--- src/rtl/nexus_mem_pkg.sv ---
// rtl/nexus_mem_pkg.sv - funct3 codes, FSM states and lane helpers for the memory-access stage
`ifndef WIDTH
`define WIDTH 32
`endif

package nexus_mem_pkg;

    localparam int XLEN = 32;

    localparam logic [2:0] LB  = 3'b000;
    localparam logic [2:0] LH  = 3'b001;
    localparam logic [2:0] LW  = 3'b010;
    localparam logic [2:0] LBU = 3'b100;
    localparam logic [2:0] LHU = 3'b101;
    localparam logic [2:0] SB  = 3'b000;
    localparam logic [2:0] SH  = 3'b001;
    localparam logic [2:0] SW  = 3'b010;

    typedef enum logic [2:0] {
        IDLE,
        REQ,
        WAIT,
        ERR,
        DRAIN
    } state_t;

    // Byte enables for an access; loads and stores share the same lane rule.
    function automatic logic [3:0] be_for(input logic [2:0] funct3, input logic [1:0] addr_lo);
        logic [3:0] be;
        case (funct3)
            LB, LBU: be = 4'b0001 << addr_lo;
            LH, LHU: be = 4'b0011 << {addr_lo[1], 1'b0};
            LW:      be = 4'b1111;
            default: be = 4'b0000;
        endcase
        return be;
    endfunction

    // True when the access must be answered with an error instead of a request.
    function automatic logic access_fault(input logic is_store, input logic [2:0] funct3,
                                          input logic [1:0] addr_lo);
        logic illegal;
        logic misaligned;
        if (is_store) begin
            illegal = (funct3 >= 3'b011);
        end else begin
            illegal = (funct3 == 3'b011) || (funct3 == 3'b110) || (funct3 == 3'b111);
        end
        misaligned = ((funct3[1:0] == 2'b01) && addr_lo[0]) ||
                     ((funct3[1:0] == 2'b10) && (addr_lo != 2'b00));
        return illegal | misaligned;
    endfunction

endpackage

--- src/rtl/mem_access_stage_if.sv ---
// rtl/mem_access_stage_if.sv - data-memory request/grant/response port
interface mem_access_stage_if;
    import nexus_mem_pkg::*;

    logic            req;
    logic            we;
    logic [XLEN-1:0] addr;
    logic [3:0]      be;
    logic [XLEN-1:0] wdata;
    logic            gnt;
    logic            rvalid;
    logic [XLEN-1:0] rdata;

    modport master (output req, we, addr, be, wdata, input gnt, rvalid, rdata);
    modport slave  (input req, we, addr, be, wdata, output gnt, rvalid, rdata);

endinterface

--- src/rtl/mem_load_align.sv ---
// rtl/mem_load_align.sv - lane shift and sign/zero extension of a read word
module mem_load_align
    import nexus_mem_pkg::*;
(
    input  logic [XLEN-1:0] rdata,
    input  logic [1:0]      addr_lo,
    input  logic [2:0]      funct3,
    output logic [XLEN-1:0] data
);

    logic [XLEN-1:0] shifted;

    // Bring the addressed byte/halfword down to lane 0, then extend.
    always_comb begin
        shifted = rdata >> {addr_lo, 3'b000};
        case (funct3)
            LB:      data = {{24{shifted[7]}}, shifted[7:0]};
            LH:      data = {{16{shifted[15]}}, shifted[15:0]};
            LW:      data = shifted;
            LBU:     data = {24'b0, shifted[7:0]};
            LHU:     data = {16'b0, shifted[15:0]};
            default: data = '0;
        endcase
    end

endmodule

--- src/rtl/mem_access_stage.sv ---
// rtl/mem_access_stage.sv - RV32 load/store memory-access stage (optional NEXUS_MEM_TIMEOUT_EN timeout)
module mem_access_stage
    import nexus_mem_pkg::*;
#(
    parameter int WIDTH          = `WIDTH,
    parameter int TIMEOUT_CYCLES = 255
) (
    input  logic                clk,
    input  logic                rst_n,
    input  logic                in_valid,
    output logic                in_ready,
    input  logic                is_store,
    input  logic [2:0]          funct3,
    input  logic [WIDTH-1:0]    addr,
    input  logic [WIDTH-1:0]    store_data,
    mem_access_stage_if.master  dmem,
    output logic                out_valid,
    output logic [WIDTH-1:0]    load_data,
    output logic                mem_err
);

    state_t           state;
    logic             r_store;
    logic [2:0]       r_funct3;
    logic [WIDTH-1:0] r_addr;
    logic [WIDTH-1:0] r_sdata;
    logic [WIDTH-1:0] align_data;
    logic [WIDTH-1:0] fmt_wdata;
    logic             req_active;

`ifdef NEXUS_MEM_TIMEOUT_EN
    localparam logic [15:0] TMO_LAST = 16'(TIMEOUT_CYCLES - 1);
    logic [15:0] tmo_cnt;
    logic        tmo_hit;
    assign tmo_hit = (tmo_cnt >= TMO_LAST);
`else
    logic unused_tmo_cfg;
    assign unused_tmo_cfg = (TIMEOUT_CYCLES == 0);
`endif

    mem_load_align u_align (
        .rdata   (dmem.rdata),
        .addr_lo (r_addr[1:0]),
        .funct3  (r_funct3),
        .data    (align_data)
    );

    // Replicate store data across the lanes selected by the byte enables.
    always_comb begin
        case (r_funct3)
            SB:      fmt_wdata = {4{r_sdata[7:0]}};
            SH:      fmt_wdata = {2{r_sdata[15:0]}};
            SW:      fmt_wdata = r_sdata;
            default: fmt_wdata = '0;
        endcase
    end

    // Bus outputs are decoded from state so reset drops the request immediately.
    assign req_active = (state == REQ);
    assign in_ready   = (state == IDLE);
    assign dmem.req   = req_active;
    assign dmem.we    = req_active & r_store;
    assign dmem.addr  = req_active ? {r_addr[WIDTH-1:2], 2'b00} : '0;
    assign dmem.be    = req_active ? be_for(r_funct3, r_addr[1:0]) : 4'b0000;
    assign dmem.wdata = (req_active && r_store) ? fmt_wdata : '0;

    // Transaction FSM with capture registers and registered completion outputs.
    always_ff @(posedge clk or negedge rst_n) begin
        if (!rst_n) begin
            state     <= IDLE;
            r_store   <= 1'b0;
            r_funct3  <= '0;
            r_addr    <= '0;
            r_sdata   <= '0;
            out_valid <= 1'b0;
            load_data <= '0;
            mem_err   <= 1'b0;
`ifdef NEXUS_MEM_TIMEOUT_EN
            tmo_cnt   <= '0;
`endif
        end else begin
            out_valid <= 1'b0;
            mem_err   <= 1'b0;
            case (state)
                IDLE: begin
                    if (in_valid) begin
                        r_store  <= is_store;
                        r_funct3 <= funct3;
                        r_addr   <= addr;
                        r_sdata  <= store_data;
`ifdef NEXUS_MEM_TIMEOUT_EN
                        tmo_cnt  <= '0;
`endif
                        if (access_fault(is_store, funct3, addr[1:0])) begin
                            state     <= ERR;
                            out_valid <= 1'b1;
                            mem_err   <= 1'b1;
                            load_data <= '0;
                        end else begin
                            state <= REQ;
                        end
                    end
                end
                REQ: begin
`ifdef NEXUS_MEM_TIMEOUT_EN
                    tmo_cnt <= tmo_cnt + 16'd1;
`endif
                    if (dmem.gnt) begin
                        state <= WAIT;
                    end
`ifdef NEXUS_MEM_TIMEOUT_EN
                    else if (tmo_hit) begin
                        state     <= IDLE;
                        out_valid <= 1'b1;
                        mem_err   <= 1'b1;
                        load_data <= '0;
                    end
`endif
                end
                WAIT: begin
`ifdef NEXUS_MEM_TIMEOUT_EN
                    tmo_cnt <= tmo_cnt + 16'd1;
`endif
                    if (dmem.rvalid) begin
                        state     <= IDLE;
                        out_valid <= 1'b1;
                        load_data <= r_store ? '0 : align_data;
                    end
`ifdef NEXUS_MEM_TIMEOUT_EN
                    else if (tmo_hit) begin
                        state     <= DRAIN;
                        out_valid <= 1'b1;
                        mem_err   <= 1'b1;
                        load_data <= '0;
                    end
`endif
                end
`ifdef NEXUS_MEM_TIMEOUT_EN
                DRAIN: begin
                    // The abandoned response is swallowed without a completion.
                    if (dmem.rvalid) begin
                        state <= IDLE;
                    end
                end
`endif
                ERR: begin
                    state <= IDLE;
                end
                default: begin
                    state <= IDLE;
                end
            endcase
        end
    end

endmodule

--- src/flat_wrapper.sv ---
// flat-port wrapper written by rule: the top's interface ports become plain ports
module mem_access_stage_flat import nexus_mem_pkg::*;
#(
    parameter int WIDTH          = `WIDTH,
    parameter int TIMEOUT_CYCLES = 255
)
  (clk, rst_n, in_valid, in_ready, is_store, funct3, addr, store_data, out_valid, load_data, mem_err, dmem_req, dmem_we, dmem_addr, dmem_be, dmem_wdata, dmem_gnt, dmem_rvalid, dmem_rdata);
  mem_access_stage_if dmem_i ();
  input  logic clk;
  input  logic rst_n;
  input  logic in_valid;
  output logic in_ready;
  input  logic is_store;
  input  logic [2:0] funct3;
  input  logic [WIDTH-1:0] addr;
  input  logic [WIDTH-1:0] store_data;
  output logic out_valid;
  output logic [WIDTH-1:0] load_data;
  output logic mem_err;
  output wire logic [$bits(dmem_i.req)-1:0] dmem_req;
  output wire logic [$bits(dmem_i.we)-1:0] dmem_we;
  output wire logic [$bits(dmem_i.addr)-1:0] dmem_addr;
  output wire logic [$bits(dmem_i.be)-1:0] dmem_be;
  output wire logic [$bits(dmem_i.wdata)-1:0] dmem_wdata;
  input wire logic [$bits(dmem_i.gnt)-1:0] dmem_gnt;
  input wire logic [$bits(dmem_i.rvalid)-1:0] dmem_rvalid;
  input wire logic [$bits(dmem_i.rdata)-1:0] dmem_rdata;
  assign dmem_req = dmem_i.req;
  assign dmem_we = dmem_i.we;
  assign dmem_addr = dmem_i.addr;
  assign dmem_be = dmem_i.be;
  assign dmem_wdata = dmem_i.wdata;
  assign dmem_i.gnt = dmem_gnt;
  assign dmem_i.rvalid = dmem_rvalid;
  assign dmem_i.rdata = dmem_rdata;
  mem_access_stage #(.WIDTH(WIDTH), .TIMEOUT_CYCLES(TIMEOUT_CYCLES)) u_core (.clk(clk), .rst_n(rst_n), .in_valid(in_valid), .in_ready(in_ready), .is_store(is_store), .funct3(funct3), .addr(addr), .store_data(store_data), .dmem(dmem_i), .out_valid(out_valid), .load_data(load_data), .mem_err(mem_err));
endmodule
--- config.mk ---
export PLATFORM = sky130hd
export DESIGN_NAME = mem_access_stage_flat
export DESIGN_NICKNAME = d
export VERILOG_FILES = /design/src/rtl/nexus_mem_pkg.sv /design/src/rtl/mem_access_stage_if.sv /design/src/rtl/mem_load_align.sv /design/src/rtl/mem_access_stage.sv /design/src/flat_wrapper.sv
export SDC_FILE = /design/constraint.sdc
export NUM_CORES = 1
export LEC_CHECK = 0
export CAP_MARGIN = 10
export CORE_MARGIN = 1.5
export CORE_UTILIZATION = 49
export DETAILED_ROUTE_END_ITERATION = 10
export PLACE_DENSITY = 0.87
export RECOVER_POWER = 100
export SYNTH_ARGS = -nofsm -noshare
export SYNTH_HDL_FRONTEND = slang
export SYNTH_HIERARCHICAL = 1
export SYNTH_SLANG_ARGS = --single-unit
--- constraint.sdc ---
create_clock -name clk -period 4.55 [get_ports clk]
set_input_delay 0.91 -clock clk [delete_from_list [all_inputs] [get_ports clk]]
set_output_delay 0.91 -clock clk [all_outputs]
set_load 0.01 [all_outputs]
* After elaboration in Yosys (flattened, before gate mapping)
Cells that the tools add are included.
Word-level totals: input port bits 105, output and inout bits 105, bits in registers 105
Cells by class: muxes and demuxes 24, reductions and logical operators 15, equality and inequality tests 15, bitwise logic cells 2, $lt $le $gt $ge 1, shift operators 3
Operators with widths (count):
- two-way mux 32 bit | 6
- case mux 32 bit (5 select lines) | 1
- case mux 32 bit (3 select lines) | 1
- case mux 32 bit (2 select lines) | 1
- right shift 32 x 5 -> 32 bit | 1
- == test 3 bit (second input constant) | 4
- case mux 4 bit (3 select lines) | 1
- == test 3 x 2 -> 1 bit (second input constant) | 3
- two-way mux 3 bit | 3
- case mux 3 bit (3 select lines) | 1
- two-way mux 1 bit | 7
- == test 3 x 1 -> 1 bit (second input constant) | 2
- logical NOT 3 bit | 2
- != test 2 bit (second input constant) | 3
- two-way mux 4 bit | 1
- AND reduction 4 bit | 1
- nonzero test 2 bit | 2
- OR reduction 2 bit | 2
- left shift 1 x 2 -> 4 bit (first input constant) | 1
- left shift 2 x 2 -> 4 bit (first input constant) | 1
- >= comparator 3 x 2 -> 1 bit (second input constant) | 1
- logical AND 1 bit | 3
- logical OR 1 bit | 3
- AND reduction 3 bit | 1
- other kinds (8) | 8

* Longest topological paths before layout
Gate-level depths: netlist of run 1.
depth after elaboration 10, depth in mapped cells 8, depth with buffers taken out 6

* By module
Netlist of run 1, hierarchy kept.
Modules (own cells, without submodules):
- mem_access_stage | area each 4936.0 µm², times used 1, cells an instance 441
- mem_load_align | area each 803.3 µm², times used 1, cells an instance 109

* Least setup slack after synthesis of run 1
Ideal clock, no wire load.
path type reg-to-output, from reg u_core.r_funct3[1], to out dmem_be[1], data required time 3640 ps, path slack 2030 ps, arrival time 1610 ps, path buffers 2, cell stages (with the launch flop) 5, cell sequence dfrtp_1 -> clkbuf_1 -> clkbuf_1 -> or3b_2 -> a21oi_1
On the way: cells in the longest elaborated chain, start to end 4, elaborated cells on any way between the ends 9, those cells by class eq/ne: 4; mux: 2; reduce/logical: 3
Ends and longest elaborated chain:
- start: declaration | line mem_access_stage.sv:24 | logic [2:0] r_funct3;
- start signal: assignment | line mem_access_stage.sv:88 | r_funct3 <= funct3;
- == test 3 x 1 -> 1 bit, or another cell as far along | line nexus_mem_pkg.sv:30 | case (funct3)
- OR reduction 2 bit | line nexus_mem_pkg.sv:30
- case mux 4 bit (3 select lines) (*) | line nexus_mem_pkg.sv:30
- two-way mux 4 bit (*) | line mem_access_stage.sv:64 | assign dmem.be = req_active ? be_for(r_funct3, r_addr[1:0]) : 4'b0000;
- end: declaration | line flat_wrapper.sv:23 | output wire logic [$bits(dmem_i.be)-1:0] dmem_be;
Every way passes the cells marked *; elsewhere a longest branch is shown, timed or not.

* Worst setup path after layout of run 1
from reg u_core.r_funct3[1], to out dmem_wdata[28]
On the way: cells in the longest elaborated chain, start to end 3, elaborated cells on any way between the ends 5, those cells by class eq/ne: 2; mux: 2; reduce/logical: 1
Ends and longest elaborated chain:
- == test 3 x 2 -> 1 bit, or another cell as far along | line mem_access_stage.sv:50 | case (r_funct3)
- case mux 32 bit (3 select lines) (*) | line mem_access_stage.sv:50
- two-way mux 32 bit (*) | line mem_access_stage.sv:65 | assign dmem.wdata = (req_active && r_store) ? fmt_wdata : '0;
- end: declaration | line flat_wrapper.sv:24 | output wire logic [$bits(dmem_i.wdata)-1:0] dmem_wdata;
Marked as above.

==> impl_metrics.ini, run 1 <==
[route]
wl_per_cell_um = 17.72
first_pass_iters = 6
drc = 0
drt_iter0_drc = 308
postRouteAntennaNets = 0
dr_total_vias = 4896
drt-total-wl_um = 15700
vias_per_cell = 5.526

[grt]
grt.met1_usage_pct = 31.09
overflow = 0
grt_pass1_vias = 5112
grt.total_usage_pct = 25.48
grt_antenna_before_repair = 0
grt_max_degree = 79
grt_util_met2_pct = 42.58
busiest_layer = met2
use_met3_pct = 7.545
grt_first_pass_wirelength_um = 25340

[min_path]
min_delay_path_depth = 1
min_from = u_core/r_addr[5]
hold_end = u_core/r_addr[5]
min-delay-path-class = reg -> reg

[die]
row_count = 39
ios = 210
start_util_pct = 50.26
die_area_um2 = 12370
die_h_um = 111.2
core_um2 = 11420
die_w_um = 111.2

[sta]
hold_viol_final = 0
drv_slew = 79
clock_skew_ps = 5.682
fin_crit_ps = 3979
setup_viol = 0
clock.fmax_mhz = 251.4
rsz0062_at_grt = no
period_share_pct = 87.44
worst_pin_slew_ps = 1886
whs_ps = 501.2
relSlewSlack_pct = -25.76
setup_tns_ps = 0

[clock_tree]
cts_setup_buffers = 0
clkSlewWorstSetupHoldPaths_ps = 60
holdBufCountCts = 0
htree_levels = 3
cts_num_sinks = 104
clock_latency_ps = 340
clock-root-buffer = clkbuf_16
cts_made_buffers = 9
ctsResizeCount = 0
cts_tree = built
max-clock-path-buffers = 2

[synth]
synth_cells = 550
ys_types = 43
postSynthAreaPerCell_um2 = 10.44
synth-seq-cells = 104
ys_seq_area_share_pct = 45.35
synth.cell_area_um2 = 5739
synth-edff-count = 0
yosysWarnings = 6
ys.flop_type = dfrtp_1
synth-async-reset-ratio_pct = 100.0

[setup_path]
crit_fanout = 29
r2r_cells = 4
path_class = reg -> out
reg2reg_to = u_core/load_data[3]
crit_required_ps = 3640
critPathArrivalTime_ps = 3070
crit_path_end_kind = output port
r2r_setup_slack_ps = 1720
r2r-start = u_core/state[1]
start_kind = flip-flop

[cells_and_area]
antenna_cells = 0
syn2layout_area_growth_pct = 42.12
drive_above_1_share_pct = 13.59
fin_nets = 844
nFillCells = 832
fin_cells = 886
final_area_um2 = 8157

[placement]
dpl.hpwl_um = 11440
place_area_um2 = 7865
portBuffers = 207
place.gp.congestion = 0.8678
dp_cells = 871

[run_status]
violations = max-capacitance violations, max-slew violations
status = finished with violations

[pwr]
ir_drop_mv = 0.3023
leakage_nw = 3.579
power.density_nw_per_um2 = 592.2

[run]
drv_cap = 2
cell usage after synthesis (2+ instances only):
cell type	count	area (um2)
nand3b_1	3	22.52
o21ai_1	9	45.04
nand2b_1	11	68.82
mux2_2	69	777.0
nand2_1	66	247.7
and2_1	39	244.0
dfrtp_1	104	2603
nor2b_1	12	75.07
a211oi_1	14	105.1
inv_1	33	123.9
buf_1	5	18.77
buf_2	5	25.02
mux2i_1	51	510.5
nor3b_1	4	30.03
o21ai_0	10	50.05
clkbuf_1	20	75.07
buf_4	3	22.52
nor3_1	2	10.01
buf_6	4	45.04
nor2_1	6	22.52
a22o_1	7	61.31
nor2_2	2	12.51
o2bb2ai_1	6	52.55
a21o_1	24	180.2
a21oi_1	23	115.1
how the worst max path moves through the flow:
stage                  startpoint              endpoint  slack (ps)  depth (start not counted)
2_1_floorplan  u_core/r_funct3[1]            dmem_be[1]        2030                          4
3_3_place_gp             in_valid  u_core/load_data[30]        1280                          5
3_5_place_dp             in_valid   u_core/load_data[3]        1190                          5
4_1_cts        u_core/r_funct3[2]        dmem_wdata[17]         830                          4
5_1_grt        u_core/r_funct3[1]        dmem_wdata[29]         380                          4
6_report       u_core/r_funct3[1]        dmem_wdata[28]         570                          4
critical path, cell delays in order (launching register included):
cell and delay [ps]:
dfrtp_1 640, clkbuf_1 800, a21o_1 560, a21oi_1 110, dlygate4sd3_1 630
report_power, final:
part,total [mW],internal (mW),switching (mW)
clock network,0.786,0.469,0.317
registers,1.64,1.33,0.311
logic,2.41,1.23,1.18
final cells by class:
cell class | count | area, um2 | area share, %
Clock buffer | 13 | 270.3 | 3.313
Tap cell | 143 | 178.9 | 2.194
Clock inverter | 2 | 37.54 | 0.4602
Sequential cell | 104 | 2603 | 31.91
Multi-Input combinational cell | 377 | 2838 | 34.79
Inverter | 33 | 123.9 | 1.519
Timing Repair Buffer | 214 | 2106 | 25.82
logic make-up after synthesis:
kind of cell / share of synthesized area [%]
buf+inv: 5.406
flops: 45.35
simple gates: 14.04
compound gates: 12.71
other cells: 0.06534
mux: 22.43
routing by layer:
layer / vias up / wire [um]
li1: 2255 / -
met1: 2361 / 6197
met2: 244 / 7764
met3: 36 / 1322
met4: 0 / 417
met5: - / 0
sequential cells by signal (all words and copies together), names as in the netlist:
register and count:
u_core/out_valid 1, u_core/state 2, u_core/load_data 32, u_core/r_sdata 32
u_core/r_store 1, u_core/r_funct3 3, u_core/mem_err 1, u_core/r_addr 32
cell usage in the layout, fill, tap and decap left out, types with 2 or more instances in the layout:
master,synthesis,routed
and2_0,1,31
a211oi_1,14,14
o2bb2ai_1,6,6
clkbuf_16,0,9
buf_4,3,3
mux2i_1,51,51
a22o_1,7,7
mux2_2,69,69
a21o_1,24,24
conb_1,1,2
dfrtp_1,104,104
clkbuf_2,0,2
dlygate4sd3_1,0,70
o21ai_0,10,10
clkdlybuf4s50_1,0,136
nor3b_1,4,3
nand3b_1,3,3
and2_1,39,9
nor2_1,6,6
nand2b_1,11,11
clkbuf_8,0,3
nand2_1,66,66
nor2b_1,12,12
clkbuf_1,20,4
nor2_2,2,2
a21oi_1,23,23
nor3_1,2,2
inv_1,33,33
o21ai_1,9,9
stage by stage:
step,power [mW],setup WS [ps],util [%]
final,4.830,571.5,71.43
after CTS,4.912,830.5,71.58
after global routing,5.147,382.5,71.43
after detailed placement,4.101,1186,68.88
after floorplan,3.186,2030,-
after global placement,3.998,1283,68.88
Note: power is estimated with default switching activity, not from simulation.
==> run 2: changes to the inputs <==
Settings changed: MAX_ROUTING_LAYER set to met4.
==> run 2 against run 1 <==
The flow still finishes with violations (max-capacitance violations, max-slew violations). Largest cell class unchanged. First-iteration DRC count decreased by 18%. Highest routed layer unchanged. Via count decreased by 1.2%. Sequential power about the same. Worst hold slack got worse by 2.3 ps. Core utilization about the same. Sequential cell count unchanged. Non-clock buffer count unchanged. Global-route usage increased by 0.40 points. Cell area about the same.
==> impl_metrics.ini, run 2 (same netlist as run 1, synthesis figures left out) <==
[sta]
fin_crit_ps = 3987
worst_slack_ps = 562.9
worst_pin_slew_ps = 1994
hold_viol_final = 0
relSlewSlack_pct = -32.91
clock.fmax_mhz = 250.8
clock_skew_ps = 6.098
rsz0062_at_grt = no
drv_slew = 80
setup_viol = 0
period_share_pct = 87.63
setup_tns_ps = 0

[cells_and_area]
nFillCells = 847
top_regs = u_core/load_data x32, u_core/r_addr x32, u_core/r_sdata x32
layout_common_cells = clkdlybuf4s50_1 (133), dfrtp_1 (104), dlygate4sd3_1 (73), mux2_2 (69), nand2_1 (66)
final_common_cell = clkdlybuf4s50_1
syn2layout_area_growth_pct = 42.05
drive_above_1_share_pct = 13.71
final_area_um2 = 8153
fin_nets = 844
antenna_cells = 0

[grt]
grt_antenna_before_repair = 0
overflow = 0
grt_first_pass_wirelength_um = 24760
grt.total_usage_pct = 25.88
grt_max_degree = 80
grt_pass1_vias = 4893

[clock_tree]
clock-root-buffer = clkbuf_16
cts_tree = built
ctsResizeCount = 0
clock_latency_ps = 350
holdBufCountCts = 0
max-clock-path-buffers = 2
clkSlewWorstSetupHoldPaths_ps = 70
cts_made_buffers = 9
cts_num_sinks = 104
cts_setup_buffers = 0
htree_levels = 3

[setup_path]
critPathArrivalTime_ps = 3080
crit_path_end_kind = output port
r2r_cells = 4
crit_fanout = 29
path_class = reg -> out
crit_required_ps = 3640
r2r_setup_slack_ps = 1680
start_kind = flip-flop

[die]
row_count = 39
ios = 210
die_h_um = 111.2
start_util_pct = 50.26
die_w_um = 111.2
core_um2 = 11420
die_area_um2 = 12370

[run_status]
status = finished with violations
violations = max-capacitance violations, max-slew violations

[placement]
place_ws_ps = 1189
portBuffers = 207
dpl.hpwl_um = 11170
place_area_um2 = 7865
place.gp.congestion = 0.9044

[pwr]
ir_drop_mv = 0.3353
leakage_nw = 3.596
power.density_nw_per_um2 = 593.7

[route]
wl_per_cell_um = 17.63
drc = 0
dr_total_vias = 4839
drt-total-wl_um = 15640
drt_iter0_drc = 254
vias_per_cell = 5.455
first_pass_iters = 5
postRouteAntennaNets = 0

[min_path]
min-delay-path-class = reg -> reg
min_delay_path_depth = 1

[run]
drv_cap = 1
-- run 2: through the flow --
stage | std cells | hold WS (ps) | util [%] | total power, mW
after floorplan | 551 | 470.6 | - | 3.186
after global placement | 871 | 479.2 | 68.88 | 4.005
after detailed placement | 871 | 486.1 | 68.88 | 4.093
after CTS | 887 | 502.4 | 71.66 | 4.926
after global routing | 887 | 519.8 | 71.40 | 5.135
final | 887 | 498.9 | 71.40 | 4.841
-- run 2: critical path, cell delays in order, from the launching register on --
cell	delay, ps
dfrtp_1	650
clkbuf_1	800
a21o_1	540
a21oi_1	100
dlygate4sd3_1	630
-- run 2: final cells by class --
class	instances	area (um2)	area share (%)
clock buffer	12	266.5	3.269
clock inverter	4	51.30	0.6292
inverter	33	123.9	1.519
tap	143	178.9	2.195
multi-input combinational	377	2824	34.64
timing repair buffer	214	2106	25.83
sequential	104	2603	31.92
-- run 2: power breakdown --
part / switching (mW) / internal (mW)
sequential: 0.312 / 1.32
combinational: 1.16 / 1.22
clock: 0.344 / 0.472
-- run 2: final timing paths --
check	startpoint	to
hold reg to reg	u_core/r_addr[19]	u_core/r_addr[19]
setup reg to reg	u_core/state[1]	u_core/load_data[28]
max in group asynchronous	rst_n	u_core/r_sdata[6]
setup / recovery	u_core/r_funct3[1]	dmem_wdata[25]
min in group asynchronous	rst_n	u_core/out_valid
hold / removal	u_core/r_addr[19]	u_core/r_addr[19]
-- run 2: metal layers --
layer	part of all wire [%]	track usage (%)	vias to the layer above
met3	7.3	5.631	25
met4	2.0	9.873	0
met1	42	32.97	2321
met2	48	40.65	231
met5	0	-	-
li1	-	-	2262
